===== src/rtl/seq_div_pkg.sv =====
// Shared types and default widths for the seq_div iterative divider.
//   state_t : control states of the divider FSM (IDLE, RUN, DONE)
//   N_DEF   : default dividend / quotient width
//   M_DEF   : default divisor / remainder width
package seq_div_pkg;

    typedef enum logic [1:0] {
        IDLE = 2'd0,
        RUN  = 2'd1,
        DONE = 2'd2
    } state_t;

    localparam int N_DEF = 4;
    localparam int M_DEF = 2;

endpackage


===== src/rtl/seq_div_if.sv =====
// Operand / result handshake bundle for seq_div.
//   in_valid, in_ready       : operand handshake
//   dividend[N], divisor[M]  : unsigned operands
//   out_valid, out_ready     : result handshake
//   quotient[N], remainder[M]: unsigned results
//   div_err                  : divide-by-zero flag (only with SEQ_DIV_ZERO_ERR_EN)
// master = operand producer / result consumer, slave = the divider.
interface seq_div_if
    import seq_div_pkg::*;
#(
    parameter int N = N_DEF,
    parameter int M = M_DEF
) ();

    logic         in_valid;
    logic         in_ready;
    logic [N-1:0] dividend;
    logic [M-1:0] divisor;
    logic         out_valid;
    logic         out_ready;
    logic [N-1:0] quotient;
    logic [M-1:0] remainder;
`ifdef SEQ_DIV_ZERO_ERR_EN
    logic         div_err;

    modport master (
        output in_valid, dividend, divisor, out_ready,
        input  in_ready, out_valid, quotient, remainder, div_err
    );
    modport slave (
        input  in_valid, dividend, divisor, out_ready,
        output in_ready, out_valid, quotient, remainder, div_err
    );
`else
    modport master (
        output in_valid, dividend, divisor, out_ready,
        input  in_ready, out_valid, quotient, remainder
    );
    modport slave (
        input  in_valid, dividend, divisor, out_ready,
        output in_ready, out_valid, quotient, remainder
    );
`endif

endinterface


===== src/rtl/seq_div_step.sv =====
// div_step: one combinational restoring-division step.
//   rem_in[M]  : current partial remainder (always < divisor for nonzero divisor)
//   next_bit   : next dividend bit, MSB first
//   divisor[M] : divisor
//   rem_out[M] : partial remainder after the step
//   q_bit      : quotient bit produced by the step
// The trial value is M+1 bits wide so the compare and subtract cannot overflow.
module div_step #(
    parameter int M = 2
) (
    input  logic [M-1:0] rem_in,
    input  logic         next_bit,
    input  logic [M-1:0] divisor,
    output logic [M-1:0] rem_out,
    output logic         q_bit
);

    logic [M:0] trial;

    always_comb begin
        trial   = {rem_in, next_bit};
        q_bit   = (trial >= {1'b0, divisor});
        // Subtraction only taken when trial >= divisor, so the result fits in M bits.
        rem_out = q_bit ? M'(trial - {1'b0, divisor}) : trial[M-1:0];
    end

endmodule


===== src/rtl/seq_div.sv =====
// seq_div: iterative restoring divider, one quotient bit per clock.
//   clk   : rising-edge clock
//   rst_n : asynchronous active-low reset
//   bus   : seq_div_if.slave (operand and result handshakes)
// Accepts dividend/divisor in IDLE, runs N restoring steps in RUN, then holds
// quotient/remainder in DONE until out_ready. The dividend shift register is
// reused for the quotient: each step shifts the dividend MSB out and the new
// quotient bit in at the LSB.
// Optional macro SEQ_DIV_ZERO_ERR_EN: divisor 0 bypasses the iterations after
// one RUN cycle and reports div_err while the result is presented.
module seq_div
    import seq_div_pkg::*;
#(
    parameter int N = N_DEF,
    parameter int M = M_DEF
) (
    input logic      clk,
    input logic      rst_n,
    seq_div_if.slave bus
);

    localparam int CW = (N > 1) ? $clog2(N) : 1;

    state_t        state, state_nxt;
    logic [N-1:0]  sreg;
    logic [M-1:0]  rem;
    logic [M-1:0]  dvsr;
    logic [CW-1:0] cnt;
    logic [M-1:0]  rem_step;
    logic          q_bit;
    logic          last;
    logic          rdy;
    logic          vld;
`ifdef SEQ_DIV_ZERO_ERR_EN
    logic          zero_q;
    logic          err_q;
`endif

    div_step #(.M(M)) u_step (
        .rem_in   (rem),
        .next_bit (sreg[N-1]),
        .divisor  (dvsr),
        .rem_out  (rem_step),
        .q_bit    (q_bit)
    );

    assign last = (cnt == CW'(N - 1));

    always_ff @(posedge clk or negedge rst_n) begin
        if (!rst_n) state <= IDLE;
        else        state <= state_nxt;
    end

    always_comb begin
        state_nxt = state;
        rdy       = 1'b0;
        vld       = 1'b0;
        case (state)
            IDLE: begin
                rdy = 1'b1;
                if (bus.in_valid) state_nxt = RUN;
            end
            RUN: begin
`ifdef SEQ_DIV_ZERO_ERR_EN
                if (zero_q || last) state_nxt = DONE;
`else
                if (last) state_nxt = DONE;
`endif
            end
            DONE: begin
                vld = 1'b1;
                if (bus.out_ready) state_nxt = IDLE;
            end
            default: state_nxt = IDLE;
        endcase
    end

    always_ff @(posedge clk or negedge rst_n) begin
        if (!rst_n) begin
            sreg <= '0;
            rem  <= '0;
            dvsr <= '0;
            cnt  <= '0;
`ifdef SEQ_DIV_ZERO_ERR_EN
            zero_q <= 1'b0;
            err_q  <= 1'b0;
`endif
        end else begin
            case (state)
                IDLE: begin
                    if (bus.in_valid) begin
                        sreg <= bus.dividend;
                        dvsr <= bus.divisor;
                        rem  <= '0;
                        cnt  <= '0;
`ifdef SEQ_DIV_ZERO_ERR_EN
                        zero_q <= (bus.divisor == '0);
`endif
                    end
                end
                RUN: begin
`ifdef SEQ_DIV_ZERO_ERR_EN
                    if (zero_q) begin
                        // sreg still holds the untouched dividend here.
                        rem   <= sreg[M-1:0];
                        sreg  <= '1;
                        err_q <= 1'b1;
                    end else begin
                        rem  <= rem_step;
                        sreg <= (sreg << 1) | N'(q_bit);
                        if (!last) cnt <= cnt + CW'(1);
                    end
`else
                    rem  <= rem_step;
                    sreg <= (sreg << 1) | N'(q_bit);
                    if (!last) cnt <= cnt + CW'(1);
`endif
                end
                DONE: begin
`ifdef SEQ_DIV_ZERO_ERR_EN
                    if (bus.out_ready) err_q <= 1'b0;
`endif
                end
                default: ;
            endcase
        end
    end

    assign bus.in_ready  = rdy;
    assign bus.out_valid = vld;
    assign bus.quotient  = sreg;
    assign bus.remainder = rem;
`ifdef SEQ_DIV_ZERO_ERR_EN
    assign bus.div_err   = err_q;
`endif

endmodule


===== src/flat_wrapper.sv =====
// flat-port wrapper written by rule: the top's interface ports become plain ports
module seq_div_flat import seq_div_pkg::*;
#(
    parameter int N = N_DEF,
    parameter int M = M_DEF
)
  (clk, rst_n, bus_in_valid, bus_dividend, bus_divisor, bus_out_ready, bus_in_ready, bus_out_valid, bus_quotient, bus_remainder);
  seq_div_if #(.N(N), .M(M)) bus_i ();
  input logic clk;
  input logic rst_n;
  input wire logic [$bits(bus_i.in_valid)-1:0] bus_in_valid;
  input wire logic [$bits(bus_i.dividend)-1:0] bus_dividend;
  input wire logic [$bits(bus_i.divisor)-1:0] bus_divisor;
  input wire logic [$bits(bus_i.out_ready)-1:0] bus_out_ready;
  output wire logic [$bits(bus_i.in_ready)-1:0] bus_in_ready;
  output wire logic [$bits(bus_i.out_valid)-1:0] bus_out_valid;
  output wire logic [$bits(bus_i.quotient)-1:0] bus_quotient;
  output wire logic [$bits(bus_i.remainder)-1:0] bus_remainder;
  assign bus_i.in_valid = bus_in_valid;
  assign bus_i.dividend = bus_dividend;
  assign bus_i.divisor = bus_divisor;
  assign bus_i.out_ready = bus_out_ready;
  assign bus_in_ready = bus_i.in_ready;
  assign bus_out_valid = bus_i.out_valid;
  assign bus_quotient = bus_i.quotient;
  assign bus_remainder = bus_i.remainder;
  seq_div #(.N(N), .M(M)) u_core (.clk(clk), .rst_n(rst_n), .bus(bus_i));
endmodule

===== config.mk =====
export PLATFORM = sky130hd
export DESIGN_NAME = seq_div_flat
export DESIGN_NICKNAME = d
export VERILOG_FILES = /design/src/rtl/seq_div_pkg.sv /design/src/rtl/seq_div_if.sv /design/src/rtl/seq_div_step.sv /design/src/rtl/seq_div.sv /design/src/flat_wrapper.sv
export SDC_FILE = /design/constraint.sdc
export NUM_CORES = 1
export LEC_CHECK = 0
export CORE_MARGIN = 4
export CORE_UTILIZATION = 40
export DETAILED_ROUTE_END_ITERATION = 8
export GPL_TIMING_DRIVEN = 0
export PLACE_DENSITY = 0.78
export SLEW_MARGIN = 40
export SYNTH_ARGS = -nofsm -noshare
export SYNTH_HDL_FRONTEND = slang
export SYNTH_SLANG_ARGS = --single-unit
export TNS_END_PERCENT = 10

===== constraint.sdc =====
create_clock -name clk -period 1.41 [get_ports clk]
set_input_delay 0.2115 -clock clk [delete_from_list [all_inputs] [get_ports clk]]
set_output_delay 0.2115 -clock clk [all_outputs]
set_load 0.05 [all_outputs]

# == Word level (Yosys, flattened, before mapping) ==
# Cells that the tools add are included.
# totals
reg_bits,12
inputBits,10
out_inout_bits,8
# classes
add_sub_neg,2
order_cmp,1
n_eq_ne,7
mux,13
n_bitwise,1
reduce_logical,6
# ops
operator,n
$mux W2,6
$pmux W2 S2,2
$pmux W4 S2,1
$ne A2 B2 Y1 const B,3
$pmux W2 S3,1
$reduce_and A3 Y1,2
$eq A2 B2 Y1 const B,2
$mux W4,1
$or A4 B1 Y4,1
$reduce_and A2 Y1,2
$ge A3 B2 Y1,1
$add A2 B1 Y2 const B,1
$eq A2 B1 Y1 const B,1
$logic_not A2 Y1,1
$mux W1,2
$ne A2 B1 Y1 const B,1
$reduce_bool A2 Y1,1
$sub A2 B2 Y2,1

# == Logic depth before layout (Yosys ltp) ==
# logic_depth
word_depth,3
mapped_depth,5
depth_no_buf,5

# == Hierarchy ==
# Synthesis repeated with hierarchy kept, for this count alone.
# unflattened
hier_cells,64
hier_area_um2,690.7
# modules_own_cells
module,n_inst,cells_per_inst,area_per_inst_um2
seq_div,1,51,591.8
div_step,1,13,98.8

# == Worst setup path before layout ==
# Ideal clock, no wire load.
# synth_path
path_type,reg2reg
from,reg u_core.state[0]
to,reg u_core.dvsr[0]
setup_time_ns,0.125
arrival_time_ns,1.745
required_time_ns,1.285
slack_ns,-0.460
stages_incl_launch_ff,5
path_buffers,1
period_less_slack_ns,1.870
path_cell_list,dfrtp_1 buf_2 nor2_1 and2_1 mux2_2
# synth_between
elab_chain_len,2
# synth_lines
item,line_no,rtl
"start, declared",seq_div.sv:24,"state_t state, state_nxt;"
"start signal, assigned",seq_div.sv:51,else state <= state_nxt;
$logic_not A2 Y1,seq_div.sv:89,case (state)
$reduce_and A2 Y1 (no line),n/a,
"end signal, assigned",seq_div.sv:93,dvsr <= bus.divisor;
"end, declared",seq_div.sv:27,logic [M-1:0] dvsr;
# Every way passes these cells.
# A chain may end at the register's enable or synchronous reset.

# == Worst setup path after layout ==
# layout_path
from,reg u_core.rem[0] (netlist: u_core.bus.remainder[0])
to,reg u_core.rem[0] (netlist: u_core.bus.remainder[0])
# layout_between
elab_chain_len,3
# layout_lines
item,line_no,rtl
"start, declared",seq_div.sv:26,logic [M-1:0] rem;
"start signal, assigned",seq_div.sv:114,rem <= rem_step;
$ge A3 B2 Y1,seq_div_step.sv:22,"q_bit = (trial >= {1'b0, divisor});"
$mux W2,seq_div_step.sv:24,"rem_out = q_bit ? M'(trial - {1'b0, divisor}) : trial[M-1:0];"
$pmux W2 S2,seq_div.sv:89,
# Every way passes these cells.

==> flow_summary.toml <==
[cts]
cts_buffer_depth = 2
htree_levels = 1
cts-root-buf = "clkbuf_4"
clk_latency_ps = 270
postCtsSetupBuffers = 0
clk_pin_slew_ps = 80
cts_tree = "yes"
numClockSinks = 12
numCtsBuffers = 3

[pwr]
p_switching_w = 0.00115
vdd_drop_max_uv = 1140
leakage_nw = 0.385
powerDensity_nw_per_um2 = 2760
p_comb_share_pct = 64.1
p_sw_share_pct = 47.1
sequentialPowerShare_pct = 26.9
p_int_w = 0.00129
clkPwrFrac_pct = 9.0
p_total_w = 0.00244

[synth]
synthDistinctLibCells = 26
synthCells = 66
synth_nets = 79
yosysWarnings = 0
synth_seq_area_share_pct = 47.1
synth_top_family_by_area = "compound AO/OA/AOI/OAI gates"
yosys.area_share.simple_pct = 16.9
netlist_top_cells_area = "dfrtp_1 47%, ha_1 5.9%, o21ai_0 4.7%"
yosysTopAreaCell = "dfrtp_1"
yosysTopAreaCellShare_pct = 47.1
avgSynthCellArea_sq_um = 9.67
synth_xor_area_share_pct = 0
synth_area_sq_um = 638
synthAdderAreaFrac_pct = 5.88
synth_seq_cells = 12
synth-compound-area-share_pct = 21.2
muxShareOfSynthArea_pct = 3.53

[setup_path]
worst_r2r_startpoint = "u_core.bus.remainder[0]"
r2r-end = "u_core.bus.remainder[0]"
cp.arrival_ps = 1660
crit_path_start = "u_core.bus.remainder[0]"
ff2ff_path_depth = 4
cp_max_fo = 5
crit_type = "reg2reg"
start_kind = "flip-flop"
reg2reg_setup_slack_ps = -90
cp-end-kind = "flip-flop"
cp.required_ps = 1570

[global_routing]
grt_antenna_before_repair = 0
grt_pass1_vias = 505
grt_usage_pct = 14.3
grt_overflow_total = 0
grt_pass1_wl_um = 2240
grt_max_degree = 13

[timing]
period_minus_slack_ps = 1500
setup_viol = 3
clock_skew_ps = 10.8
drv_slew = 0
hold_ws_ps = 283
fin_ws_ps = -86.8
rsz0062_at_grt = "true"
fmax_ghz = 0.668
slew_headroom_pct = 64.4
fin_crit_sh_pct = 106
tightest_slew_ps = 532
hold_violations = 0

[finish]
drive_gt1_share_pct = 26.4
fin_cells = 103
final_cell_mix = "11 x dfrtp_1, 9 x clkdlybuf4s50_1, 6 x o21ai_0, 6 x nand2_1"
utilization_pct = 58.6
fin_nets = 101
diodes = 0
layout_commonest_cell = "dfrtp_1"
area_delta_synth_final_pct = 38.2

[flow_run]
maxCapViolations = 0

[place]
dp_cells = 99
gp_routability_congestion = 0.743
numPortBuffers = 17
hpwlAfterDp_um = 1030

[floorplanning]
die_w_um = 47.9
ios = 18
rows = 14
dieArea_sq_um = 2300
die_h_um = 47.9
coreArea_sq_um = 1510
start_util_pct = 42.4

[status]
status = "finished with violations"
violations = "setup timing"

[drt]
first_iter_violations = 8
vias_per_cell = 5.32
drt-total-wl_um = 1400
first_pass_iters = 4
ant_nets = 0
avgRoutedWirePerCell_um = 13.6
post-route-drc-count = 0
dr_total_vias = 548

[worst_hold_path]
hold_class = "in2async"
critical path, stage by stage (launching register included):
cell,delay (ps)
dfrtp_2,440
ha_4,160
or2_4,240
or3_1,320
a32o_1,230
how the worst max path moves through the flow:
stage | endpoint | slack [ps]
6_report | u_core.bus.remainder[0] | -90
5_1_grt | u_core.bus.remainder[0] | -110
4_1_cts | u_core.bus.remainder[0] | -80
3_5_place_dp | bus_out_valid | -310
3_3_place_gp | bus_out_valid | -310
2_1_floorplan | u_core.bus.remainder[0] | -160
kinds of logic (layout without fill, tap and decap cells):
| logic type | Yosys count | in the layout |
|---|---|---|
| buffers and inverters | 8 | 29 |
| and+or+nand+nor | 21 | 21 |
| adders and majority gates | 3 | 3 |
| muxes | 2 | 2 |
| AOI/OAI and AO/OA | 20 | 20 |
| DFF | 12 | 12 |
flip-flops by register name, indices dropped and copies added, names as in the netlist:
signal / flops
u_core.bus.quotient: 4
u_core.bus.remainder: 2
u_core.cnt: 2
u_core.dvsr: 2
u_core.state: 2
metrics by stage:
stage / setup TNS (ps) / setup WS, ps / area, sq um
after floorplan: -533 / -164 / 667
after global placement: -1320 / -308 / 857
after detailed placement: -1430 / -315 / 857
after CTS: -173 / -84.6 / 887
after global routing: -298 / -107 / 882
final: -161 / -86.8 / 882
power by group through the flow:
stage | logic [W] | registers (W) | clock network (W)
detailed placement | 0.00158 | 0.000655 | 0
global placement | 0.00154 | 0.000643 | 0
CTS | 0.00156 | 0.000655 | 0.000231
global route | 0.00172 | 0.000672 | 0.000246
floorplan | 0.000941 | 0.000869 | 0
finish | 0.00156 | 0.000655 | 0.000218
synthesized netlist by cell type:
| cell | number |
|---|---|
| a22o_1 | 1 |
| o21ai_0 | 6 |
| or2_4 | 1 |
| o21bai_1 | 1 |
| buf_2 | 1 |
| a32o_1 | 2 |
| inv_1 | 5 |
| o31ai_1 | 1 |
| mux2_2 | 2 |
| nand2b_1 | 1 |
| buf_4 | 1 |
| nor2_1 | 4 |
| a211o_2 | 1 |
| and2_1 | 2 |
| nor3_1 | 2 |
| nor2b_1 | 3 |
| a22oi_1 | 3 |
| a211oi_1 | 1 |
| dfrtp_1 | 12 |
| nand3b_1 | 1 |
| nand2_1 | 6 |
| clkbuf_1 | 1 |
| a21oi_1 | 3 |
| ha_1 | 3 |
| a31oi_1 | 1 |
| or3_1 | 1 |
routing by layer:
layer	GRT usage, %	vias up	routed length [um]
met5	0	-	0
met4	9.68	0	37
met1	18.6	252	646
met3	3.76	4	109
li1	-	274	-
met2	20.6	18	604
final cells by class:
type | count | area (sq um)
repair buffers | 17 | 150
fillers | 140 | 624
multi-input cells | 46 | 349
plain buffers | 3 | 16.3
flip-flops and latches | 12 | 302
inverters | 5 | 18.8
well taps | 16 | 20.0
clock buffers | 4 | 26.3
what timing repair did:
action | in CTS | in global routing
resized for setup | 23 | 8
hold buffers | 0 | 0
gates cloned | 0 | 0
endpoints found under the setup margin | 10 | 15
Power figures use the tool's default switching activity.
